--- src/rtl/mesh_fractal_sync_ctrl.sv ---
// ============================================================================
// mesh_fractal_sync_ctrl : hierarchical multi-level barrier for a tile mesh
// Revision: 1.0
// ============================================================================
`default_nettype none

module mesh_fractal_sync_ctrl #(
   parameter int N_TILES_X      = 2,
   parameter int N_TILES_Y      = 2,
   parameter int N_TILES        = N_TILES_X * N_TILES_Y,
   parameter int LVL_MAX        = $clog2(N_TILES),
   parameter int LVL_WIDTH      = $clog2(N_TILES) + 1,
   parameter int TIMEOUT_CYCLES = 1024,
   parameter int CNT_W          = $clog2(TIMEOUT_CYCLES + 1)
) (
   input  logic                                clk_i,
   input  logic                                rst_i,
   input  logic [N_TILES-1:0]                  sync_req_i,
   input  logic [N_TILES-1:0][LVL_WIDTH-1:0]   sync_lvl_i,
   output logic [N_TILES-1:0]                  sync_done_o,
   output logic [N_TILES-1:0]                  sync_err_o,
   output logic [N_TILES-1:0]                  sync_timeout_o,
   output logic [N_TILES-1:0]                  sync_busy_o,
   output logic [31:0]                         barrier_cnt_o
);

   generate
      if ((N_TILES & (N_TILES - 1)) != 0) begin : g_bad_ntiles
         $error("mesh_fractal_sync_ctrl: N_TILES must be a power of two");
      end
      if (TIMEOUT_CYCLES < 1) begin : g_bad_timeout
         $error("mesh_fractal_sync_ctrl: TIMEOUT_CYCLES must be >= 1");
      end
   endgenerate

   localparam logic [LVL_WIDTH-1:0] c_lvl_max = LVL_WIDTH'(LVL_MAX);
   localparam logic [CNT_W-1:0]     c_tmo     = CNT_W'(TIMEOUT_CYCLES);

   typedef enum logic [1:0] {
      ST_IDLE = 2'd0,
      ST_WAIT = 2'd1,
      ST_DONE = 2'd2
   } state_t;

   state_t                 r_state     [N_TILES];
   state_t                 w_state_nxt [N_TILES];
   logic [LVL_WIDTH-1:0]   r_lvl       [N_TILES];
   logic [CNT_W-1:0]       r_cnt       [N_TILES];
   logic [N_TILES-1:0]     w_complete;
   logic [N_TILES-1:0]     w_legal;
   logic [N_TILES-1:0]     w_done_nxt;
   logic [N_TILES-1:0]     w_err_nxt;
   logic [N_TILES-1:0]     r_done;
   logic [N_TILES-1:0]     r_err;
   logic [31:0]            r_barrier_cnt;

   // A waiting tile completes when every member of its 2^l group waits at the same level.
   always_comb begin
      w_complete = '0;
      for (int t = 0; t < N_TILES; t++) begin
         w_complete[t] = (r_state[t] == ST_WAIT);
         for (int u = 0; u < N_TILES; u++) begin
            if (((u >> r_lvl[t]) == (t >> r_lvl[t])) &&
                !((r_state[u] == ST_WAIT) && (r_lvl[u] == r_lvl[t]))) begin
               w_complete[t] = 1'b0;
            end
         end
      end
   end

   always_comb begin
      w_legal    = '0;
      w_done_nxt = '0;
      w_err_nxt  = '0;
      for (int t = 0; t < N_TILES; t++) begin
         w_state_nxt[t] = r_state[t];
         w_legal[t]     = (sync_lvl_i[t] != '0) && (sync_lvl_i[t] <= c_lvl_max);
         case (r_state[t])
            ST_IDLE: begin
               if (sync_req_i[t]) begin
                  if (w_legal[t]) begin
                     w_state_nxt[t] = ST_WAIT;
                  end else begin
                     w_state_nxt[t] = ST_DONE;
                     w_done_nxt[t]  = 1'b1;
                     w_err_nxt[t]   = 1'b1;
                  end
               end
            end
            // Request deassertion while waiting is ignored on purpose.
            ST_WAIT: begin
               if (w_complete[t]) begin
                  w_state_nxt[t] = ST_DONE;
                  w_done_nxt[t]  = 1'b1;
               end
            end
            ST_DONE: begin
               if (!sync_req_i[t]) begin
                  w_state_nxt[t] = ST_IDLE;
               end
            end
            default: w_state_nxt[t] = ST_IDLE;
         endcase
      end
   end

   always_ff @(posedge clk_i) begin
      if (rst_i) begin
         for (int t = 0; t < N_TILES; t++) begin
            r_state[t] <= ST_IDLE;
            r_lvl[t]   <= '0;
            r_cnt[t]   <= '0;
         end
         r_done        <= '0;
         r_err         <= '0;
         r_barrier_cnt <= '0;
      end else begin
         for (int t = 0; t < N_TILES; t++) begin
            r_state[t] <= w_state_nxt[t];
            if ((r_state[t] == ST_IDLE) && (w_state_nxt[t] == ST_WAIT)) begin
               r_lvl[t] <= sync_lvl_i[t];
               r_cnt[t] <= '0;
            end else if ((r_state[t] == ST_WAIT) && (w_state_nxt[t] == ST_WAIT)) begin
               if (r_cnt[t] != c_tmo) begin
                  r_cnt[t] <= r_cnt[t] + CNT_W'(1);
               end
            end else begin
               r_cnt[t] <= '0;
            end
         end
         r_done <= w_done_nxt;
         r_err  <= w_err_nxt;
         // Tile 0 belongs to the single full-mesh group, so it stands for that group.
         if (w_complete[0] && (r_lvl[0] == c_lvl_max)) begin
            r_barrier_cnt <= r_barrier_cnt + 32'd1;
         end
      end
   end

   assign sync_done_o   = r_done;
   assign sync_err_o    = r_err;
   assign barrier_cnt_o = r_barrier_cnt;

   generate
      for (genvar t = 0; t < N_TILES; t++) begin : g_tile
         assign sync_busy_o[t]    = (r_state[t] == ST_WAIT);
         assign sync_timeout_o[t] = (r_state[t] == ST_WAIT) && (r_cnt[t] == c_tmo);
      end
   endgenerate

endmodule

`default_nettype wire

--- config.mk ---
export PLATFORM = sky130hd
export DESIGN_NAME = mesh_fractal_sync_ctrl
export DESIGN_NICKNAME = d
export VERILOG_FILES = /design/src/rtl/mesh_fractal_sync_ctrl.sv
export SDC_FILE = /design/constraint.sdc
export NUM_CORES = 1
export LEC_CHECK = 0
export CAP_MARGIN = 20
export CORE_ASPECT_RATIO = 0.9
export CORE_MARGIN = 4
export CORE_UTILIZATION = 50
export DETAILED_ROUTE_END_ITERATION = 10
export PLACE_DENSITY = 0.75
export SYNTH_ARGS = -nofsm -noshare
export SYNTH_HDL_FRONTEND = slang
export SYNTH_SLANG_ARGS = --single-unit
--- constraint.sdc ---
create_clock -name clk_i -period 3.4 [get_ports clk_i]
set_input_delay 0.34 -clock clk_i [delete_from_list [all_inputs] [get_ports clk_i]]
set_output_delay 0.34 -clock clk_i [all_outputs]
set_load 0.01 [all_outputs]
**Word-level counts from Yosys, hierarchy flattened**

Memory sizes are Yosys's and may differ from the RTL's.
Index checks and enable logic that the tools add are counted.

- $add $sub $neg: 5
- Magnitude comparators: 4
- Eq/ne operators: 45
- Shift-type cells: 16
- Mux-type cells: 123
- Bitwise logic cells: 24
- Reductions and logical operators: 65

Operator list:

| operator | number |
|---|---|
| $eq 32x32->1 | 12 |
| $shr 1x3->32 const A | 8 |
| $shr 2x3->32 const A | 8 |
| $mux 11 | 12 |
| $mux 1 | 79 |
| $add 11x1->11 const B | 4 |
| $eq 11x11->1 const B | 4 |
| $ne 11x11->1 const B | 4 |
| $logic_and 1x1->1 | 41 |
| $mux 2 | 20 |
| $eq 3x3->1 | 12 |
| $add 32x1->32 const B | 1 |
| $pmux 2 s3 | 4 |
| $or 1x1->1 | 20 |
| $eq 2x1->1 const B | 8 |
| $le 3x2->1 const B | 4 |
| $logic_not 1->1 | 12 |
| $mux 3 | 4 |
| $reduce_bool 3->1 | 4 |
| $eq 2x2->1 const B | 4 |
| $logic_not 2->1 | 4 |
| $pmux 1 s2 | 4 |
| $reduce_or 2->1 | 4 |
| $not 1->1 | 4 |
| $eq 3x2->1 const B | 1 |

- Register bits after elaboration: 40
- RAM bits: 64
- Bits of input ports: 18
- Output and inout port bits: 48
- Memories: 3

Memory list:

| memory | words | bits a word | read ports | clocked after memory_dff | wr ports | RTL line | RTL |
|---|---|---|---|---|---|---|---|
| r_cnt | 4 | 11 | 4 | 0 | 4 | 48 | `logic [CNT_W-1:0] r_cnt [N_TILES];` |
| r_lvl | 4 | 3 | 4 | 0 | 4 | 47 | `logic [LVL_WIDTH-1:0] r_lvl [N_TILES];` |
| r_state | 4 | 2 | 4 | 0 | 4 | 45 | `state_t r_state [N_TILES];` |

**Longest topological paths before layout**

- Word-level depth: 18
- Gate-level depth with buffers: 8
- Mapped depth without buffers: 6

**Least setup slack after synthesis**

No wires, ideal clock.

- Path kind: register to register
- Start point: mem r_lvl[0][1] in the netlist's numbering
- End point: mem r_cnt[3][0] in the netlist's numbering (enable)
- Data arrival time: 1.987 ns
- Required time: 3.017 ns
- Setup slack: 1.030 ns
- Stages on the path, launching flop included: 7
- Period minus slack after synthesis: 2.370 ns
- Cells stage by stage: edfxtp_1 buf_6 xor2_1 nor4_1 a21oi_1 or2_2 o211ai_1

RTL lines:

| what | RTL line |
|---|---|
| from (decl) | 47 |
| to (decl) | 48 |

==> results by group <==
Layout
  • Final Instance Count excl. Fillers: 772
  • # fillers: 940
  • Layout cell share with drive strength beyond 1: 5.164%
  • Most frequent cells in the layout: nor2_1, clkdlybuf4s50_1, edfxtp_1
  • Post-layout util: 60.51%
  • N_diodes: 0
  • Commonest non-fill, non-tap cell in the layout: nor2_1
  • Multi-input gate area: 2703 um^2
  • Nets: 662
  • Register area: 2643 um^2
  • Area growth, synth to finish: 18.12%

Clocking
  • Num CTS Buffers: 9
  • CTS Sinks: 104
  • CTS tree: built
  • Clock buffer depth: 2
  • Clk_lat worst skew: 350 ps
  • Root buffer cell: clkbuf_16
  • Clock Pin Slew Worst Setup and Hold Paths: 60 ps
  • Post_cts resized: 0
  • Setup Fix Bufs, Post-CTS: 0
  • Htree depth: 3
  • Hold_buf cts: 0

Logic synthesis
  • Synth cell types: 50
  • Syn_area_per_cell: 9.581 um^2
  • Synth Register Bits: 104
  • Top_reg_cell synth: edfxtp_1
  • Post-synth ARST share: 0%
  • Number of synthesized flops with an enable pin: 56
  • Syn Inst Count: 578
  • Post-Syn Area: 5538 um^2
  • Yosys Warn Count: 0
  • Sequential-to-total area share from yosys stat: 47.72%

Route
  • Total number of vias: 4387
  • Post-route ant nets: 0
  • DR DRC count: 0
  • Detailed-route wire length: 11.63 mm
  • DR vias/cell: 5.683
  • Initial DRC Count: 325
  • Routed len/inst: 15.06 um
  • Drt first pass iters: 5

STA
  • Final Setup Violations: 0
  • Setup TNS: 0 ps
  • Worst-margin pin slew: 808.6 ps
  • Period utilization: 72.53%
  • Final worst path period need: 2466 ps
  • Skew final: 8.607 ps
  • RSZ-0062 raised after global routing: false
  • Final Hold Fails: 0
  • Max-slew violation count: 0
  • Max-slew headroom: 45.86%
  • Peak Freq: 405.5 MHz

Floorplanning
  • Die W: 118.9 um
  • Initial Utilization: 51.23%
  • Cell row count: 36
  • Die Y: 107.8 um
  • Die ar.: 12830 um^2
  • CORE AREA: 10810 um^2
  • # IOs: 66

Worst setup path
  • CP arrival: 2130 ps
  • Setup CP Type: register to primary output
  • Setup crit end kind: primary output
  • CP Launch Type: register
  • Required @ worst endpoint: 3060 ps
  • Crit-path max FO: 4

Run status
  • Status: finished clean

Global routing
  • Initial antenna violation count: 0
  • Total gr overflow: 0
  • Global-route wire length before repair: 19.60 mm
  • Number of global-route vias before repair: 4128
  • GRT Util Overall: 18.71%
  • Largest net degree at the start of global routing: 57

Power
  • PwrDens: 378.1 nW/um^2
  • Leakage: 2.256 nW
  • Worst VDD drop: 0.2235 mV
  • Total power: 2.473 mW

Placement
  • RePlAce Congestion: 0.8387
  • Detail Placement HPWL: 8.315 mm
  • Port buffer count: 65
  • Placed Cells incl. Taps: 757

Hold path
  • Hold Crit Class: input port to register

Flow run
  • Max Cap Violations: 0
## synth_stat cells (16+ instances only)
library cell  instances  share of area, %
nor2_1               70               4.7
edfxtp_1             56                30
dfxtp_1              48                17
xor2_1               43               6.8
a21oi_1              36               3.3
nand2_1              31               2.1
nand3_1              28               2.5
o31ai_1              26               3.5
or4_1                26               3.5
inv_1                22               1.5
clkbuf_1             17               1.2
nand4_1              16               1.8
xnor2_1              16               2.5
## per-layer routing
layer,track usage (%),routed length (um)
met5,0,0
met3,5.413,465
met4,4.053,91
met2,29.29,5442
met1,25.90,5629
## critical path: stages (launching register included)
cell and delay [ps]:
edfxtp_1 440, nor4_1 280, and4_1 260, inv_1 60, nor2_1 170, clkdlybuf4s50_1 570
## registers in the layout, summed over array words and instances, names as in the netlist
register	count
r_lvl	12
sync_done_o	4
r_state	8
sync_err_o	4
barrier_cnt_o	32
r_cnt	44
## layout make-up
cell class | instances | share of cell area (%)
inverter | 22 | 1.262
tap | 133 | 2.544
clock inverter | 3 | 0.2678
clock buffer | 12 | 3.768
timing repair buffer | 70 | 10.44
sequential | 104 | 40.40
multi-input combinational | 428 | 41.32
## path summary, 6_finish.rpt
path                     startpoint           endpoint  slack [ps]  cells after the start
setup reg to reg      r_state[1][1]        r_cnt[2][8]         970                      5
setup / recovery        r_cnt[1][2]  sync_timeout_o[1]         930                      5
hold reg to reg   barrier_cnt_o[31]  barrier_cnt_o[31]         490                      2
hold / removal                rst_i      sync_err_o[1]         450                      2
## cell families after synthesis
| kind of cell | synth area share, % |
|---|---|
| compound gates | 9.964 |
| fa+ha+maj | 2.033 |
| xor+xnor | 9.331 |
| buf+inv | 3.683 |
| mux | 0.5874 |
| flops | 47.72 |
| other cells | 0.06772 |
| simple gates | 26.62 |
## metrics by stage
| step | hold WS [ps] | setup WS (ps) | cell area [um^2] |
|---|---|---|---|
| 4_1_cts | 436.1 | 909.1 | 6541 |
| 3_5_place_dp | 483.0 | 944.7 | 6277 |
| 2_1_floorplan | 438.0 | 1030 | 5549 |
| 5_1_grt | 469.0 | 708.3 | 6541 |
| 3_3_place_gp | 463.7 | 1031 | 6277 |
| 6_report | 448.3 | 933.8 | 6541 |
## power breakdown
| part | leakage (nW) | internal, mW | total [mW] | switching, mW |
|---|---|---|---|---|
| registers | 1.05 | 1.34 | 1.37 | 0.0270 |
| clock network | 0.133 | 0.513 | 0.944 | 0.432 |
| logic | 1.07 | 0.0771 | 0.163 | 0.0860 |
| total | 2.26 | 1.93 | 2.47 | 0.545 |
(Power assumes the default switching activity.)
